==> src/rtl/switch_out_arbiter.sv <==
`default_nettype none
// ============================================================================
//  Module   : switch_out_arbiter
//  Brief    : Round-robin arbiter and packet sequencer for one switch output
//             port. Grants one requester per packet, forwards its byte stream
//             (DA, SA, LEN, payload) with one cycle of latency, tracks the
//             packet length to release the grant, and inserts an
//             inter-packet gap.
//  Revision : 1.0  initial release
// ============================================================================
module switch_out_arbiter #(
  parameter int NUM_PORTS  = 4,
  parameter int MAX_LEN    = 64,
  parameter int GAP_CYCLES = 2
) (
  input  logic                   clk,
  input  logic                   rst,
  input  logic [NUM_PORTS-1:0]   req,
  input  logic [NUM_PORTS*8-1:0] req_data,
  input  logic [NUM_PORTS-1:0]   req_valid,
  output logic [NUM_PORTS-1:0]   grant,
  output logic [7:0]             data_out,
  output logic                   data_out_valid,
  output logic                   read_out,
  output logic                   pkt_done,
  output logic                   abort,
  output logic                   len_err
);

  localparam int                   IDX_W       = (NUM_PORTS > 1) ? $clog2(NUM_PORTS) : 1;
  localparam logic [IDX_W:0]       NUM_PORTS_W = (IDX_W+1)'(NUM_PORTS);
  localparam logic [IDX_W-1:0]     LAST_IDX    = IDX_W'(NUM_PORTS - 1);
  localparam logic [7:0]           MAX_LEN_B   = 8'(MAX_LEN);
  localparam logic [3:0]           GAP_LAST    = 4'(GAP_CYCLES - 1);
  localparam logic [NUM_PORTS-1:0] ONE_HOT0    = NUM_PORTS'(1);

  typedef enum logic [1:0] {
    IDLE = 2'd0,
    XFER = 2'd1,
    GAP  = 2'd2
  } state_t;

  // Registered state
  state_t           state;
  logic [IDX_W-1:0] ptr;
  logic [IDX_W-1:0] sel;
  logic [8:0]       cnt;
  logic [8:0]       total;
  logic [3:0]       gap_cnt;

  // Next-state values
  state_t           state_nxt;
  logic [IDX_W-1:0] ptr_nxt;
  logic [IDX_W-1:0] sel_nxt;
  logic [8:0]       cnt_nxt;
  logic [8:0]       total_nxt;
  logic [3:0]       gap_nxt;
  logic [NUM_PORTS-1:0] grant_nxt;
  logic [7:0]       dout_nxt;
  logic             dvalid_nxt;
  logic             read_out_nxt;
  logic             done_nxt;
  logic             abort_nxt;
  logic             lerr_nxt;

  // Arbitration and lane selection helpers
  logic [2*NUM_PORTS-1:0] req_rot;
  logic                   pick_found;
  logic [IDX_W:0]         pick_sum;
  logic [IDX_W-1:0]       pick_idx;
  logic [7:0]             lane_byte;
  logic                   lane_valid;
  logic                   lane_req;
  logic [7:0]             len_clip;
  logic [8:0]             total_dec;
  logic [8:0]             total_cur;
  logic                   is_last;
  logic [IDX_W-1:0]       next_port;

  // Round-robin search: rotate the request vector so ptr lands at bit 0,
  // then the lowest set bit is the winner; add ptr back modulo NUM_PORTS.
  always_comb begin
    req_rot    = {req, req} >> ptr;
    pick_found = 1'b0;
    pick_sum   = '0;
    for (int k = NUM_PORTS - 1; k >= 0; k--) begin
      if (req_rot[k]) begin
        pick_found = 1'b1;
        pick_sum   = {1'b0, ptr} + (IDX_W+1)'(k);
      end
    end
    if (pick_sum >= NUM_PORTS_W) begin
      pick_idx = IDX_W'(pick_sum - NUM_PORTS_W);
    end else begin
      pick_idx = pick_sum[IDX_W-1:0];
    end
  end

  // Byte lane of the granted port; grant is one-hot so an OR-mux suffices.
  always_comb begin
    lane_byte = '0;
    for (int i = 0; i < NUM_PORTS; i++) begin
      if (grant[i]) begin
        lane_byte = lane_byte | req_data[i*8 +: 8];
      end
    end
  end

  assign lane_valid = |(grant & req_valid);
  assign lane_req   = |(grant & req);

  // Length decode: the LEN byte sets the total byte count for this packet.
  // At cnt==2 the total is taken straight from the incoming byte so a
  // LEN=0 packet ends on that very byte.
  assign len_clip  = (lane_byte > MAX_LEN_B) ? MAX_LEN_B : lane_byte;
  assign total_dec = 9'd3 + {1'b0, len_clip};
  assign total_cur = (cnt == 9'd2) ? total_dec : total;
  assign is_last   = (cnt >= 9'd2) && (cnt == (total_cur - 9'd1));
  assign next_port = (sel == LAST_IDX) ? '0 : sel + IDX_W'(1);

  // Next-state and registered-output decode
  always_comb begin
    state_nxt  = state;
    ptr_nxt    = ptr;
    sel_nxt    = sel;
    cnt_nxt    = cnt;
    total_nxt  = total;
    gap_nxt    = gap_cnt;
    grant_nxt  = grant;
    dout_nxt   = data_out;
    dvalid_nxt = 1'b0;
    done_nxt   = 1'b0;
    abort_nxt  = 1'b0;
    lerr_nxt   = 1'b0;

    case (state)
      IDLE: begin
        if (pick_found) begin
          sel_nxt   = pick_idx;
          grant_nxt = ONE_HOT0 << pick_idx;
          cnt_nxt   = '0;
          total_nxt = '0;
          state_nxt = XFER;
        end
      end

      XFER: begin
        if (!lane_req) begin
          // Requester withdrew before its last byte: drop the packet.
          abort_nxt = 1'b1;
          grant_nxt = '0;
          ptr_nxt   = next_port;
          gap_nxt   = '0;
          state_nxt = (GAP_CYCLES == 0) ? IDLE : GAP;
        end else if (lane_valid) begin
          dout_nxt   = lane_byte;
          dvalid_nxt = 1'b1;
          cnt_nxt    = cnt + 9'd1;
          if (cnt == 9'd2) begin
            total_nxt = total_dec;
            lerr_nxt  = (lane_byte > MAX_LEN_B);
          end
          if (is_last) begin
            done_nxt  = 1'b1;
            grant_nxt = '0;
            ptr_nxt   = next_port;
            gap_nxt   = '0;
            state_nxt = (GAP_CYCLES == 0) ? IDLE : GAP;
          end
        end
      end

      GAP: begin
        if (gap_cnt == GAP_LAST) begin
          gap_nxt   = '0;
          state_nxt = IDLE;
        end else begin
          gap_nxt = gap_cnt + 4'd1;
        end
      end

      default: begin
        grant_nxt = '0;
        state_nxt = IDLE;
      end
    endcase

    read_out_nxt = (state_nxt != IDLE);
  end

  // State and output registers with synchronous reset
  always_ff @(posedge clk) begin
    if (rst) begin
      state          <= IDLE;
      ptr            <= '0;
      sel            <= '0;
      cnt            <= '0;
      total          <= '0;
      gap_cnt        <= '0;
      grant          <= '0;
      data_out       <= '0;
      data_out_valid <= 1'b0;
      read_out       <= 1'b0;
      pkt_done       <= 1'b0;
      abort          <= 1'b0;
      len_err        <= 1'b0;
    end else begin
      state          <= state_nxt;
      ptr            <= ptr_nxt;
      sel            <= sel_nxt;
      cnt            <= cnt_nxt;
      total          <= total_nxt;
      gap_cnt        <= gap_nxt;
      grant          <= grant_nxt;
      data_out       <= dout_nxt;
      data_out_valid <= dvalid_nxt;
      read_out       <= read_out_nxt;
      pkt_done       <= done_nxt;
      abort          <= abort_nxt;
      len_err        <= lerr_nxt;
    end
  end

endmodule
`default_nettype wire
==> config.mk <==
export PLATFORM = sky130hd
export DESIGN_NAME = switch_out_arbiter
export DESIGN_NICKNAME = d
export VERILOG_FILES = /design/src/rtl/switch_out_arbiter.sv
export SDC_FILE = /design/constraint.sdc
export NUM_CORES = 1
export LEC_CHECK = 0
export CORE_ASPECT_RATIO = 0.6
export CORE_MARGIN = 5
export CORE_UTILIZATION = 35
export CTS_CLUSTER_DIAMETER = 100
export DETAILED_ROUTE_END_ITERATION = 7
export MAX_ROUTING_LAYER = met4
export PLACE_DENSITY = 0.64
export SLEW_MARGIN = 20
export SYNTH_ARGS = -nofsm -noshare
export SYNTH_HDL_FRONTEND = slang
export SYNTH_SLANG_ARGS = --single-unit
==> constraint.sdc <==
create_clock -name clk -period 4.25 [get_ports clk]
set_input_delay 0.85 -clock clk [delete_from_list [all_inputs] [get_ports clk]]
set_output_delay 0.85 -clock clk [all_outputs]
set_load 0.005 [all_outputs]
======== Yosys cells after proc, flatten, opt, wreduce, memory -nomap -nowiden ========
Cells that the tools add are included.
word-level totals
  register bits ........................... 45
  word-level logic and storage cells ...... 109
  bits of input ports ..................... 42
  output and inout bits ................... 17
operators by class
  reduce and logical (&&, ||, !) cells .... 17
  magnitude comparators ................... 3
  shift-type cells ........................ 2
  equal/unequal tests ..................... 13
  multiplexer cells ....................... 42
  $add $sub $neg .......................... 9
  bitwise logic cells ..................... 10
operator list
  cell                                                                                  count
  9-bit two-way mux                                                                     6
  8-bit two-way mux                                                                     5
  9-bit one-hot mux with 2 select lines                                                 2
  8-bit bitwise OR                                                                      3
  2-bit two-way mux                                                                     10
  4-bit two-way mux                                                                     5
  3-bit two-way mux                                                                     4
  4-bit one-hot mux with 3 select lines                                                 1
  4-bit OR reduction                                                                    3
  2-bit by 8-bit adder with 9-bit output (first input constant)                         1
  9-bit by 1-bit adder with 9-bit output (second input constant)                        1
  9-bit by 2-bit equality test with 1-bit output (second input constant)                1
  9-bit equality test                                                                   1
  9-bit by 2-bit greater-or-equal comparator with 1-bit output (second input constant)  1
  3-bit AND reduction                                                                   3
  9-bit by 1-bit subtractor with 9-bit output (second input constant)                   1
  4-bit bitwise AND                                                                     2
  8-bit by 7-bit greater-than comparator with 1-bit output (second input constant)      1
  2-bit != test (second input constant)                                                 4
  4-bit one-hot mux with 2 select lines                                                 1
  4-bit AND reduction                                                                   2
  8-bit by 2-bit >> shifter with 4-bit output                                           1
  1-bit two-way mux                                                                     7
  2-bit by 2-bit adder with 3-bit output (second input constant)                        2
  20 further kinds                                                                      28

======== Depth between registers and ports, before layout ========
Gate-level depths: netlist (run 1).
  depth in word-level cells ............... 19
  mapped depth ............................ 17
  mapped depth without buffers ............ 15

======== Worst setup path before layout (run 1) ========
OpenSTA, ideal clock, no wires.
  kind .................................... input to register
  from .................................... input req_data[23]
  to ...................................... register ptr[0]
  arrival ................................. 3.750 ns
  required time ........................... 4.179 ns
  library setup time ...................... 0.071 ns
  cell stages on the path ................. 14
  setup slack ............................. 0.429 ns
  cell sequence ........................... a22oi_1 -> nand2_1 -> nor2_1 -> nand2_1 -> ha_1 -> a221oi_1 -> xor2_1 -> a2bb2oi_1 -> nand3_1 -> nor4b_2 -> a2111oi_2 -> o31a_1 -> or4_1 -> a21oi_1
on the way
  cells in the longest elaborated chain, start to end .. 13
RTL lines
  what                                                           line  text
  start, declared                                                19    input logic [NUM_PORTS*8-1:0] req_data,
  8-bit bitwise OR (*)                                           104   lane_byte = lane_byte | req_data[i*8 +: 8];
  8-bit two-way mux (*)                                          103   if (grant[i]) begin
  8-bit bitwise OR                                               104
  8-bit two-way mux (*)                                          103
  8-bit by 7-bit greater-than comparator with 1-bit output       115   assign len_clip = (lane_byte > MAX_LEN_B) ? MAX_LEN_B : lane_byte;
  8-bit two-way mux (*)                                          115
  2-bit by 8-bit adder with 9-bit output (*)                     116   assign total_dec = 9'd3 + {1'b0, len_clip};
  9-bit two-way mux (*)                                          n/a
  9-bit by 1-bit subtractor with 9-bit output (*)                118   assign is_last = (cnt >= 9'd2) && (cnt == (total_cur - 9'd1));
  9-bit equality test (*)                                        118
  1-bit logical AND (*)                                          118
  2-bit by 1-bit != test with 1-bit output (no source line) (*)  n/a
  3-bit AND reduction (no source line) (*)                       n/a
  end signal, assigned                                           209   ptr <= ptr_nxt;
  end, declared                                                  45    logic [IDX_W-1:0] ptr;
Every way passes the cells marked *; elsewhere a longest branch is shown, timed or not.
A chain may end at the register's enable or synchronous reset.

======== Worst setup path after layout (run 1) ========
  from .................................... input req_data[6]
  to ...................................... register ptr[0]
on the way
  cells in the longest elaborated chain, start to end .. 16
RTL lines
  what                                                           line
  8-bit two-way mux (*)                                          103
  8-bit bitwise OR                                               104
  8-bit two-way mux (*)                                          103
  8-bit bitwise OR                                               104
  8-bit two-way mux (*)                                          103
  8-bit bitwise OR                                               104
  8-bit two-way mux (*)                                          103
  8-bit by 7-bit greater-than comparator with 1-bit output       115
  8-bit two-way mux (*)                                          115
  2-bit by 8-bit adder with 9-bit output (*)                     116
  9-bit two-way mux (*)                                          n/a
  9-bit by 1-bit subtractor with 9-bit output (*)                118
  9-bit equality test (*)                                        118
  1-bit logical AND (*)                                          118
  2-bit by 1-bit != test with 1-bit output (no source line) (*)  n/a
  3-bit AND reduction (no source line) (*)                       n/a
Marked as above.

==> results.toml, run 1 <==
[status]
run_status = "finished clean"

[timing]
fin_crit_ns = 3.99
worst_pin_slew_ns = 0.604
hold-worst-slack_ns = 0.471
slew_headroom_pct = 59.5
finalClockSkew_ns = 0.00332
setup_slack_ns = 0.259
timing.setup.tns_ns = 0
rsz0062_at_grt = "false"
maxClockFrequency_ghz = 0.251
setup_viol = 0
maxSlewViolCount = 0
min_period_over_period_pct = 93.9
timing.final.hold_violations = 0

[detailed_routing]
routedWlPerCell_microns = 15.5
firstDrtPassIters = 4
drt-initial-drc-count = 135
drt_drc_violations_left = 0
final_antenna_net_count = 0
num_vias = 2665
vias_per_cell = 5.30
route.final.wire_length_microns = 7800

[clocking]
numCtsBuffers = 5
clockBufferDepth = 2
cts.reportedPaths.clkPinSlew_ns = 0.06
total_number_of_clock_tree_sinks = 45
cts_root_buffer = "sky130_fd_sc_hd__clkbuf_16"
cts_tree = "yes"
clk_latency_ns = 0.28
cts_htree_levels = 2
cts_setup_buffers = 0

[yosys]
synth_top_flop_cell = "sky130_fd_sc_hd__dfxtp_1"
post_synth_num_cell_types = 60
yosys_warnings = 0
postSynthAreaPerCell_sq_um = 8.32
async_reset_ff_share_pct = 0
synth_cells = 327
synth.cell_area_sq_um = 2720
synth_enable_flop_cells = 0
seq_area_frac_synth_pct = 33.1
synthesis.nets = 376
ys_ff_latch = 45

[floorplan]
io-pin-count = 59
die_area_sq_um = 9700
placeableCoreArea_sq_um = 7420
placement_rows = 24
die_h_microns = 78.3
initial_utilization_pct = 36.7
die_w_microns = 124

[worst_setup_path]
worstSetupStartpointType = "input pin"
chain_of_cells_forming_the_critical_path = "clkdlybuf4s50_1 -> a22oi_1 -> and2_1 -> nand3_1 -> ha_1 -> nor4_1 -> o31a_1 -> o2111a_1 -> nand3_1 -> o21a_1 -> o31a_1 -> or4_1 -> a21oi_1"
critical-path-slowest-cell = "sky130_fd_sc_hd__nor4_1"
worst_ep_arrival_time_ns = 4.21
path_class = "input pin to register"
critPathMaxFanout = 5
critical_path_required_ns = 4.47
endpoint_kind = "register"
critPathMaxStageDelay_ns = 0.43

[grt]
grt_ovf = 0
grt_max_degree = 32
grt_pass1_vias = 2581
grt.total_usage_pct = 16.6
first_pass_grt_wire_length_microns = 12500
initial_antenna_violation_count = 0

[layout]
syn_to_final_growth_pct = 34.4
nNetsFinal = 449
antenna-diode-count = 0
final.fill_count = 731
post-route-util_pct = 49.3
final_layout_size_suffix_gt1_share_pct = 9.52
finalNonFillerCells = 503

[power]
p_int_w = 0.000792
power_density_cells_nw_per_um2 = 308
proportion_of_total_power_due_to_net_switching_pct = 29.7
power_leakage_nw = 1.32
power.share.combinational_pct = 26.9
ir_worst_vdd_uv = 182
total_switching_power_w = 0.000335
share_seq_of_total_power_pct = 40.7
clkPwrFrac_pct = 32.4

[place]
post-place-cells = 497
place.gp.congestion = 0.939
pre_cts_ws_ns = 0.0120
hpwl_detailed_microns = 6250
placement.io_buffers = 58

[job]
max_cap_violations = 0

[hold_path]
hold_path_class = "register to register"
-- registers in the layout (all words and copies together), names as in the netlist --
name and cells:
total 9, abort 1, cnt 9, state 2
data_out 8, gap_cnt 4, pkt_done 1, len_err 1
read_out 1, ptr 2, data_out_valid 1, sel 2
grant 4
-- worst max-delay path: cells and delay by family --
family	cells	cell delay (ns)
buffers and inverters	1	0.40
adder cells (fa/ha/maj)	1	0.27
AND/OR/NAND/NOR	5	1.23
AO/OA/AOI/OAI	6	1.45
-- synthesized netlist by cell type (2+ instances only) --
| cell | number | area share, % |
|---|---|---|
| sky130_fd_sc_hd__or3_1 | 7 | 1.6 |
| sky130_fd_sc_hd__nand3b_1 | 2 | 0.55 |
| sky130_fd_sc_hd__nand4_1 | 5 | 1.1 |
| sky130_fd_sc_hd__ha_1 | 7 | 3.2 |
| sky130_fd_sc_hd__o211ai_1 | 3 | 0.83 |
| sky130_fd_sc_hd__buf_6 | 2 | 0.83 |
| sky130_fd_sc_hd__a22oi_1 | 21 | 5.8 |
| sky130_fd_sc_hd__nor3b_1 | 2 | 0.55 |
| sky130_fd_sc_hd__nor2_1 | 29 | 4.0 |
| sky130_fd_sc_hd__dfxtp_1 | 45 | 33 |
| sky130_fd_sc_hd__inv_1 | 10 | 1.4 |
| sky130_fd_sc_hd__mux2i_1 | 8 | 2.9 |
| sky130_fd_sc_hd__a211oi_1 | 6 | 1.7 |
| sky130_fd_sc_hd__o31ai_1 | 2 | 0.55 |
| sky130_fd_sc_hd__nand2b_1 | 6 | 1.4 |
| sky130_fd_sc_hd__nand3_1 | 6 | 1.1 |
| sky130_fd_sc_hd__xnor2_1 | 5 | 1.6 |
| sky130_fd_sc_hd__and2_1 | 8 | 1.8 |
| sky130_fd_sc_hd__o31a_1 | 3 | 0.97 |
| sky130_fd_sc_hd__and3_1 | 2 | 0.46 |
| sky130_fd_sc_hd__clkbuf_1 | 6 | 0.83 |
| sky130_fd_sc_hd__nor4_1 | 5 | 1.1 |
| sky130_fd_sc_hd__o22ai_1 | 3 | 0.69 |
| sky130_fd_sc_hd__nor3_1 | 6 | 1.1 |
| sky130_fd_sc_hd__a21o_1 | 3 | 0.83 |
| sky130_fd_sc_hd__nor2b_1 | 4 | 0.92 |
| sky130_fd_sc_hd__nand2_1 | 34 | 4.7 |
| sky130_fd_sc_hd__o2bb2ai_1 | 2 | 0.64 |
| sky130_fd_sc_hd__a22o_1 | 2 | 0.64 |
| sky130_fd_sc_hd__or4_1 | 2 | 0.55 |
| sky130_fd_sc_hd__xor2_1 | 8 | 2.6 |
| sky130_fd_sc_hd__o21ai_0 | 19 | 3.5 |
| sky130_fd_sc_hd__buf_2 | 4 | 0.74 |
| sky130_fd_sc_hd__a21oi_1 | 22 | 4.0 |
| sky130_fd_sc_hd__o41ai_1 | 3 | 0.97 |
-- per-layer routing --
layer  share of wire, %  global-route usage, %  vias up
li1                   -                      -     1357
met1                 51                   23.4     1231
met2                 40                   23.3       71
met3                8.1                   4.74        6
met4               0.90                   3.87        0
met5                  0                      -        -
-- repair_timing --
item / 4_1_cts / 5_1_grt
hold endpoints to repair: 0 / 0
hold buffers: 0 / 0
endpoints found under the setup margin: 0 / 7
resized for setup: 0 / 1
-- cells by family (layout without fill, tap and decap cells) --
kind of cell,count (synthesis),in the layout,share of synthesized area (%)
and+or+nand+nor,125,125,24.5
AOI/OAI and AO/OA,105,105,27.9
DFF,45,45,33.1
buffers and inverters,24,96,4.18
xor gates and xnor gates,13,13,4.18
muxes,8,8,2.94
adders and majority gates,7,7,3.22
-- placed cells by master, fill, tap and decap left out, drive strengths merged, types with 7 or more instances in the layout --
master and count:
nor2 30, mux2i 8, o21ai 20, buf 22, xor2 8, a22oi 21
ha 7, or3 7, clkdlybuf4s50 58, nand2 34, dfxtp 45, a21oi 22
inv 10, and2 8
-- power groups by stage --
stage	registers (W)	logic (W)	clock network [W]
floorplan	0.000462	0.000166	0
global placement	0.000468	0.000300	0
detailed placement	0.000468	0.000300	0
CTS	0.000459	0.000302	0.000375
global route	0.000462	0.000333	0.000397
finish	0.000459	0.000303	0.000365
-- worst paths after layout --
path / from / endpoint / slack (ns) / cells past startpoint
max: req_data[6] / ptr[0] / 0.26 / 13
min: total[1] / total[1] / 0.47 / 2
max reg2reg: cnt[1] / ptr[0] / 0.57 / 14
min reg2reg: total[1] / total[1] / 0.47 / 2
-- through the flow --
stage	cell area (sq um)	power, W
after floorplan	2720	0.000628
after detailed placement	3520	0.000768
after CTS	3650	0.00114
after global routing	3660	0.00119
final	3660	0.00113
after global placement	3520	0.000768
-- area by class of cell --
class                           count  area [sq um]  share of cell area (%)
Sequential cell                    45           901                    24.6
Tap cell                          104           130                    3.56
Inverter                           10          37.5                    1.03
Multi-Input combinational cell    258          1710                    46.8
Clock buffer                        5           125                    3.42
Clock inverter                      1          5.00                   0.137
Timing Repair Buffer               80           746                    20.4
No activity file was read; power rests on OpenSTA's default activity.
==> run 2: changes to the inputs <==
--- a/config.mk
+++ b/config.mk
@@ -12,7 +12,7 @@
 export DETAILED_ROUTE_END_ITERATION = 7
 export MAX_ROUTING_LAYER = met4
 export PLACE_DENSITY = 0.64
-export SLEW_MARGIN = 20
+export SLEW_MARGIN = 10
 export SYNTH_ARGS = -nofsm -noshare
 export SYNTH_HDL_FRONTEND = slang
 export SYNTH_SLANG_ARGS = --single-unit
==> results of run 2 <==
No change in the layout: final DEF, timing and power equal those of run 1.
